<file path="src/rtl/t_codec_pkg.sv">
// Shared definitions for the toggle-line codec (decoder now, encoder later).
package t_codec_pkg;

  typedef enum logic {HUNT, DATA} state_t;

  localparam int unsigned   T_WIDTH = 8;
  localparam logic [7:0]    T_SYNC  = 8'hA5;

endpackage

</file>
<file path="src/rtl/t_toggle_decoder_if.sv">
// Line-side inputs and word-side outputs of the toggle decoder.
interface t_toggle_decoder_if #(
  parameter int unsigned WIDTH = 8
);
  logic             t;
  logic             e;
  logic [WIDTH-1:0] q;
  logic             valid;
  logic             locked;
  logic             frame_done;

  modport master (output t, e, input q, valid, locked, frame_done);
  modport slave  (input t, e, output q, valid, locked, frame_done);
endinterface

</file>
<file path="src/rtl/t_bit_decode.sv">
// Recovers one bit per strobe from the toggle line: b = t ^ previous sampled line.
module t_bit_decode (
  input  logic clk,
  input  logic rst,
  input  logic t,
  input  logic e,
  output logic b,
  output logic b_stb
);
  logic r_prev;

  always_ff @(posedge clk) begin
    if (rst)    r_prev <= 1'b0;
    else if (e) r_prev <= t;
  end

  assign b     = t ^ r_prev;
  assign b_stb = e;
endmodule

</file>
<file path="src/rtl/t_toggle_decoder.sv">
// Toggle-line receiver: hunts for SYNC, then deserialises FRAME_WORDS words MSB-first.
module t_toggle_decoder
  import t_codec_pkg::*;
#(
  parameter int unsigned      WIDTH       = T_WIDTH,
  parameter logic [WIDTH-1:0] SYNC        = T_SYNC,
  parameter int unsigned      FRAME_WORDS = 4
) (
  input  logic clk,
  input  logic rst,
  t_toggle_decoder_if.slave bus
);
  localparam int unsigned BW = $clog2(WIDTH + 1);

  logic             w_b;
  logic             w_stb;
  logic [WIDTH-1:0] w_shift;
  logic [BW-1:0]    w_bit_next;
  logic [7:0]       w_word_next;

  state_t           r_state;
  logic [WIDTH-1:0] r_shift;
  logic [BW-1:0]    r_bitcnt;
  logic [7:0]       r_wordcnt;
  logic [WIDTH-1:0] r_q;
  logic             r_valid;
  logic             r_locked;
  logic             r_frame_done;

  t_bit_decode u_bit_decode (
    .clk   (clk),
    .rst   (rst),
    .t     (bus.t),
    .e     (bus.e),
    .b     (w_b),
    .b_stb (w_stb)
  );

  assign w_shift     = {r_shift[WIDTH-2:0], w_b};
  assign w_bit_next  = r_bitcnt + BW'(1);
  assign w_word_next = r_wordcnt + 8'd1;

  always_ff @(posedge clk) begin
    if (rst) begin
      r_state      <= HUNT;
      r_shift      <= '0;
      r_bitcnt     <= '0;
      r_wordcnt    <= '0;
      r_q          <= '0;
      r_valid      <= 1'b0;
      r_locked     <= 1'b0;
      r_frame_done <= 1'b0;
    end else begin
      r_valid      <= 1'b0;
      r_frame_done <= 1'b0;
      if (w_stb) begin
        r_shift <= w_shift;
        case (r_state)
          HUNT: begin
            // Compare the post-shift value so lock happens on the completing strobe.
            if (w_shift == SYNC) begin
              r_state   <= DATA;
              r_locked  <= 1'b1;
              r_bitcnt  <= '0;
              r_wordcnt <= '0;
            end
          end
          DATA: begin
            if (w_bit_next == BW'(WIDTH)) begin
              r_q      <= w_shift;
              r_valid  <= 1'b1;
              r_bitcnt <= '0;
              if (w_word_next == 8'(FRAME_WORDS)) begin
                r_frame_done <= 1'b1;
                r_state      <= HUNT;
                r_locked     <= 1'b0;
                r_shift      <= '0;
                r_wordcnt    <= '0;
              end else begin
                r_wordcnt <= w_word_next;
              end
            end else begin
              r_bitcnt <= w_bit_next;
            end
          end
          default: r_state <= HUNT;
        endcase
      end
    end
  end

  assign bus.q          = r_q;
  assign bus.valid      = r_valid;
  assign bus.locked     = r_locked;
  assign bus.frame_done = r_frame_done;
endmodule

</file>
<file path="src/flat_wrapper.sv">
// flat-port wrapper written by rule: the top's interface ports become plain ports
module t_toggle_decoder_flat import t_codec_pkg::*;
#(
  parameter int unsigned      WIDTH       = T_WIDTH,
  parameter logic [WIDTH-1:0] SYNC        = T_SYNC,
  parameter int unsigned      FRAME_WORDS = 4
)
  (clk, rst, bus_t, bus_e, bus_q, bus_valid, bus_locked, bus_frame_done);
  t_toggle_decoder_if #(.WIDTH(WIDTH)) bus_i ();
  input  logic clk;
  input  logic rst;
  input wire logic [$bits(bus_i.t)-1:0] bus_t;
  input wire logic [$bits(bus_i.e)-1:0] bus_e;
  output wire logic [$bits(bus_i.q)-1:0] bus_q;
  output wire logic [$bits(bus_i.valid)-1:0] bus_valid;
  output wire logic [$bits(bus_i.locked)-1:0] bus_locked;
  output wire logic [$bits(bus_i.frame_done)-1:0] bus_frame_done;
  assign bus_i.t = bus_t;
  assign bus_i.e = bus_e;
  assign bus_q = bus_i.q;
  assign bus_valid = bus_i.valid;
  assign bus_locked = bus_i.locked;
  assign bus_frame_done = bus_i.frame_done;
  t_toggle_decoder #(.WIDTH(WIDTH), .SYNC(SYNC), .FRAME_WORDS(FRAME_WORDS)) u_core (.clk(clk), .rst(rst), .bus(bus_i));
endmodule
</file>
<file path="config.mk">
export PLATFORM = sky130hd
export DESIGN_NAME = t_toggle_decoder_flat
export DESIGN_NICKNAME = d
export VERILOG_FILES = /design/src/rtl/t_codec_pkg.sv /design/src/rtl/t_toggle_decoder_if.sv /design/src/rtl/t_bit_decode.sv /design/src/rtl/t_toggle_decoder.sv /design/src/flat_wrapper.sv
export SDC_FILE = /design/constraint.sdc
export NUM_CORES = 1
export LEC_CHECK = 0
export BUFFER_PORTS_ARGS = -buffer_cell sky130_fd_sc_hd__clkbuf_2
export CORE_ASPECT_RATIO = 1.25
export CORE_UTILIZATION = 54
export DETAILED_ROUTE_END_ITERATION = 8
export PLACE_DENSITY = 0.74
export SYNTH_ARGS = -nofsm -noshare
export SYNTH_HDL_FRONTEND = slang
export SYNTH_SLANG_ARGS = --single-unit
export TNS_END_PERCENT = 50
</file>
<file path="constraint.sdc">
create_clock -name clk -period 3 [get_ports clk]
set_clock_uncertainty 0.2 [all_clocks]
set_input_delay 0.6 -clock clk [delete_from_list [all_inputs] [get_ports clk]]
set_output_delay 0.6 -clock clk [all_outputs]
set_load 0.005 [all_outputs]
</file>
After elaboration in Yosys (flattened, before gate mapping)
Cells that the tools add are included. Widths: inputs -> output; s select.

Flip-flop bits (word level): 32. Bits of input ports: 4. Output and inout port bits: 11. Logic and storage cells: 47.

$add $sub $neg: 2. Equality and inequality tests: 6. Muxes and demuxes: 20. Bitwise logic cells: 4. Reductions and logical operators: 6.

Operators by type and width (count): $mux 8 (3); $mux 7 (3); $pmux 8 s2 (1); $add 8x1->8 const B (1); $eq 8x3->1 const B (1); $eq 8x8->1 const B (1); $mux 1 (8); $mux 4 (2); $pmux 4 s2 (1); $reduce_and 3->1 (2); $add 4x1->4 const B (1); $eq 4x4->1 const B (1); $ne 2x2->1 const B (2); $pmux 1 s2 (2); $reduce_and 4->1 (1); $reduce_or 4->1 (1); $not 1->1 (3); $reduce_or 3->1 (1); $ne 2x1->1 const B (1); $reduce_and 2->1 (1); $xor 1x1->1 (1).

Depth between registers and ports, before layout
Depth after elaboration: 5. Depth in mapped cells: 7. Mapped depth without buffers: 6.

By module
From an unflattened synthesis, not the netlist that was laid out.

Cells, all modules: 155. Area total of the unflattened synthesis: 1465.2 um^2.

By module, submodules not included: t_toggle_decoder (times used 1, cells an instance 150, area an instance 1415.1 um^2, seq. area each 620.6 um^2); t_bit_decode (times used 1, cells an instance 5, area an instance 50.0 um^2, seq. area each 20.0 um^2).

Least setup slack after synthesis
OpenSTA, ideal clock, no wires.

Path kind: input port to flip-flop. Start: input bus_e. End: register u_core.r_wordcnt[2]. Setup time: 135 ps. Arrival: 2118 ps. Setup slack: 547 ps. Stages: 7. Buffers on the path: 2. Path through: buf_2 -> nand2_1 -> or4_4 -> and2_0 -> clkbuf_1 -> a32oi_2 -> o221ai_1.

Longest elaborated chain between the ends: 1.

Ends and longest elaborated chain: start: declaration (line flat_wrapper.sv:13) `input wire logic [$bits(bus_i.e)-1:0] bus_e;`; $reduce_and 3->1 (no line); end signal: assignment (line t_toggle_decoder.sv:80) `r_wordcnt <= w_word_next;`; end: declaration (line t_toggle_decoder.sv:24) `logic [7:0] r_wordcnt;`.

No other way between the ends. A chain may end at the register's enable or synchronous reset.

Worst setup path after layout
Start: register u_core.r_wordcnt[0]. End: register u_core.r_shift[3].

Longest elaborated chain between the ends: 5.

Ends and longest elaborated chain: $add 8x1->8 (line t_toggle_decoder.sv:41) `assign w_word_next = r_wordcnt + 8'd1;`; $eq 8x3->1 (line t_toggle_decoder.sv:73) `if (w_word_next == 8'(FRAME_WORDS)) begin`; $mux 7 (line t_toggle_decoder.sv:73); $mux 7 (line t_toggle_decoder.sv:69) `if (w_bit_next == BW'(WIDTH)) begin`; $mux 7 (line t_toggle_decoder.sv:58) `case (r_state)`; end signal: assignment (line t_toggle_decoder.sv:57) `r_shift <= w_shift;`; end: declaration (line t_toggle_decoder.sv:22) `logic [WIDTH-1:0] r_shift;`.

No other way between the ends.

==> impl_results.md <==
* Synth top area share at 40.2%
* Antenna cell count at 0
* Reg clk slew, reported paths at 0.11 ns
* Worst slew pin tran at 0.622 ns
* Detail Route Antenna Nets at 0
* RSZ-0062 raised after global routing: false
* VDD IR-drop max at 386 uV
* Initial antenna violation count at 0
* Die footprint at 3170 um2
* Ports at 15
* CP delay by family, top: simple AND/OR/NAND/NOR gates
* Worst Setup SP: u_core.r_wordcnt[0]$_SDFFE_PP0P_
* Multiplexer share of the synthesized area at 5.02%
* #FFs+latches synth at 32
* Dominant cell by count in the synthesized netlist: dfxtp_1
* Share of cells above drive strength 1 at 17.6%
* Worst R2R End: u_core.r_shift[3]$_SDFFE_PP0P_
* Slowest stage delay, CP at 0.68 ns
* HP Start: u_core.bus.locked$_SDFFE_PP0P_
* Vias per inst at 6.16
* Hold slack at 0.275 ns
* CTS H-tree lvls at 2
* Slew Viols, Final at 0
* Worst r2r src: u_core.r_wordcnt[0]$_SDFFE_PP0P_
* Post-synth ARST share at 0%
* Iter 0 DRT Violations at 41
* XOR/XNOR share of the synthesized area at 1.10%
* Rows at 21
* Mapped Area at 1590 um2
* Root Driver: clkbuf_4
* Vias in the first global route at 1264
* Max-cap viol count at 0
* Hold crit path type: reg2reg
* Worst Path Buf+Inv at 0
* Aggregate global-route resource usage at 23.1%
* Post-synthesis adder-cell area fraction at 3.14%
* Seq pwr share at 61.6%
* Total Negative Setup Slacks at 0 ns
* Total gr overflow at 0
* Layout area overhead at 9.11%
* Clock buffer depth at 2
* Clk sink count at 32
* Setup crit end kind: flip-flop
* Die Ht at 62.7 um
* Part of the cycle the worst path needs at 92.5%
* Hold-fix buffers, CTS at 0
* GPL Wtd Cong at 0.793
* Clock power frac at 35.2%
* EDFF count, synth at 0
* Worst Hold End: u_core.bus.locked$_SDFFE_PP0P_
* Avg Inst Size Synth at 9.27 um2
* DRC at 0
* PwrDens at 401 nW/um2
* Synth Instances at 172
* Global-route wire length before repair at 5630 um
* Synth Area in Compound Gates at 24.3%
* Slowest CP cell: or4b_1
* Switching share of power at 24.6%
* Net Count, Synth at 180
* Switch Pwr at 0.000172 W
* Post-CTS setup buffer count at 0
* Largest family of logic cells by synthesized area: compound AO/OA/AOI/OAI gates
* Critical path fanouts, max at 10
* Synth top area cells: dfxtp_1 (40%), a32o_1 (5.0%), mux2i_1 (5.0%), nor2_1 (4.2%), ha_1 (3.1%)
* Final Hold Fails at 0
* Clock buffer count from CTS at 5
* Worst-path cell chain: ha_1 > nand2_1 > a2111oi_4 > a211oi_2 > or4b_1 > a32o_1
* Static leakage at 0.621 nW
* Pint at 0.000526 W
* Commonest cells post-synth: dfxtp_1 (32), nor2_1 (18), nand2_1 (9), o21ai_0 (9)
* CTS tree: done
* R2r setup slk at 0.22 ns
* Synth warn at 0
* Clock latency on the worst-skew pair at 0.34 ns
* Required time worst endpoint at 3.03 ns
* Final WL at 3330 um
* Synth Area in Simple Gates at 21.6%
* HPWL Detailed at 2380 um
* Synth unique cells at 46
* IO Port Bufs at 14
* Min-Delay Path Depth at 2
* Worst r2r path cells at 6
* Max Freq at 360 MHz
* Comb pwr share at 3.2%
* Final nets at 194
* Post-CTS resize count at 0
* Placeable Area at 2730 um2
* CP Launch Type: flip-flop
* DRT Pass-1 Iters at 4
* WL/cell at 15.1 um
* Die X at 50.6 um
* Predominant post-synthesis flop cell: dfxtp_1
* Post-synthesis sequential area ratio at 40.2%
* Final setup fails at 0
* Status: completed
* Arr. time, crit path at 2.81 ns
* Max-Slew Margin vs Limit at 58.5%
* Leading area contributor after synthesis: dfxtp_1
* DR vias at 1361
* Initial Util at 58.3%
* Critical path class: reg2reg
* Fin crit period at 2.78 ns
* Largest net degree at the start of global routing at 23
[power by group through the flow]
stage / Clock [W] / Sequential, W / Combinational (W)
global placement: 0 / 0.000439 / 0.0000212
finish: 0.000246 / 0.000430 / 0.0000224
global route: 0.000276 / 0.000430 / 0.0000242
floorplan: 0 / 0.000439 / 0.0000151
detailed placement: 0 / 0.000440 / 0.0000224
CTS: 0.000257 / 0.000430 / 0.0000224
[registers in the layout, indices dropped and copies added, names as in the netlist]
name and flops:
u_core.r_wordcnt 8, u_core.bus.q 8, u_core.r_state 1, u_core.bus.valid 1, u_core.bus.frame_done 1, u_core.u_bit_decode.r_prev 1
u_core.bus.locked 1, u_core.r_shift 7, u_core.r_bitcnt 4
[area by class of cell]
cell class                 count  area (um2)
clock buffer                   5        37.5
clock inverter                 3        23.8
fill                         258         993
inverter                       8        30.0
multi-input combinational    123         880
sequential                    32         641
tap                           34        42.5
timing repair buffer          16        85.1
[tightest hold or removal path, stage by stage, from the launching register on]
cell and delay (ns):
dfxtp_1 0.33, nand2_1 0.05, o32ai_1 0.05
[stage by stage]
step | area, um2 | worst slack (ns) | utilization [%] | std cells | total power [W]
floorplan | 1590 | 0.547 | - | 172 | 0.000454
global placement | 1680 | 0.383 | 61.4 | 213 | 0.000461
detailed placement | 1680 | 0.274 | 61.4 | 213 | 0.000462
CTS | 1740 | 0.250 | 63.6 | 221 | 0.000709
global route | 1740 | 0.0970 | 63.6 | 221 | 0.000730
finish | 1740 | 0.224 | 63.6 | 221 | 0.000698
[cell usage in the layout, fill, tap and decap left out, drive strengths merged, types with 2 or more instances in the layout]
cell type,count
nor2,18
buf,2
mux2i,8
xor2,2
nand3b,2
a21bo,2
a21oi,7
dfxtp,32
nor4bb,2
inv,8
nand3,8
a211oi,3
ha,4
and3,3
o32ai,2
nor4,3
a32o,8
a311oi,2
nor3,3
nand2b,5
a31oi,5
clkbuf,19
nand2,9
clkinvlp,2
a32oi,2
o21ai,9
and2,2
[worst max-delay path by stage]
stage,slack (ns),endpoint,cells past startpoint
6_report,0.22,u_core.r_shift[3]$_SDFFE_PP0P_,6
5_1_grt,0.1,u_core.r_shift[3]$_SDFFE_PP0P_,6
4_1_cts,0.25,u_core.r_shift[3]$_SDFFE_PP0P_,6
3_5_place_dp,0.27,u_core.r_shift[3]$_SDFFE_PP0P_,6
3_3_place_gp,0.38,u_core.r_shift[5]$_SDFFE_PP0P_,6
2_1_floorplan,0.55,u_core.r_wordcnt[2]$_SDFFE_PP0P_,7
[layer usage]
metal / vias to the layer above / global-route usage (%) / share of wire (%)
met4: 0 / 9.03 / 1.6
met2: 26 / 40.0 / 52
met1: 658 / 26.4 / 43
met5: - / 0 / 0
li1: 670 / - / -
met3: 7 / 5.84 / 3.1
[logic make-up (layout without fill, tap and decap cells)]
logic type / after synthesis / after routing
multiplexers: 8 / 8
AO/OA/AOI/OAI: 47 / 47
AND/OR/NAND/NOR: 62 / 62
adder cells (fa/ha/maj): 4 / 4
buffers and inverters: 17 / 32
flip-flops: 32 / 32
XOR/XNOR: 2 / 2
Note: power is estimated with default switching activity, not from simulation.
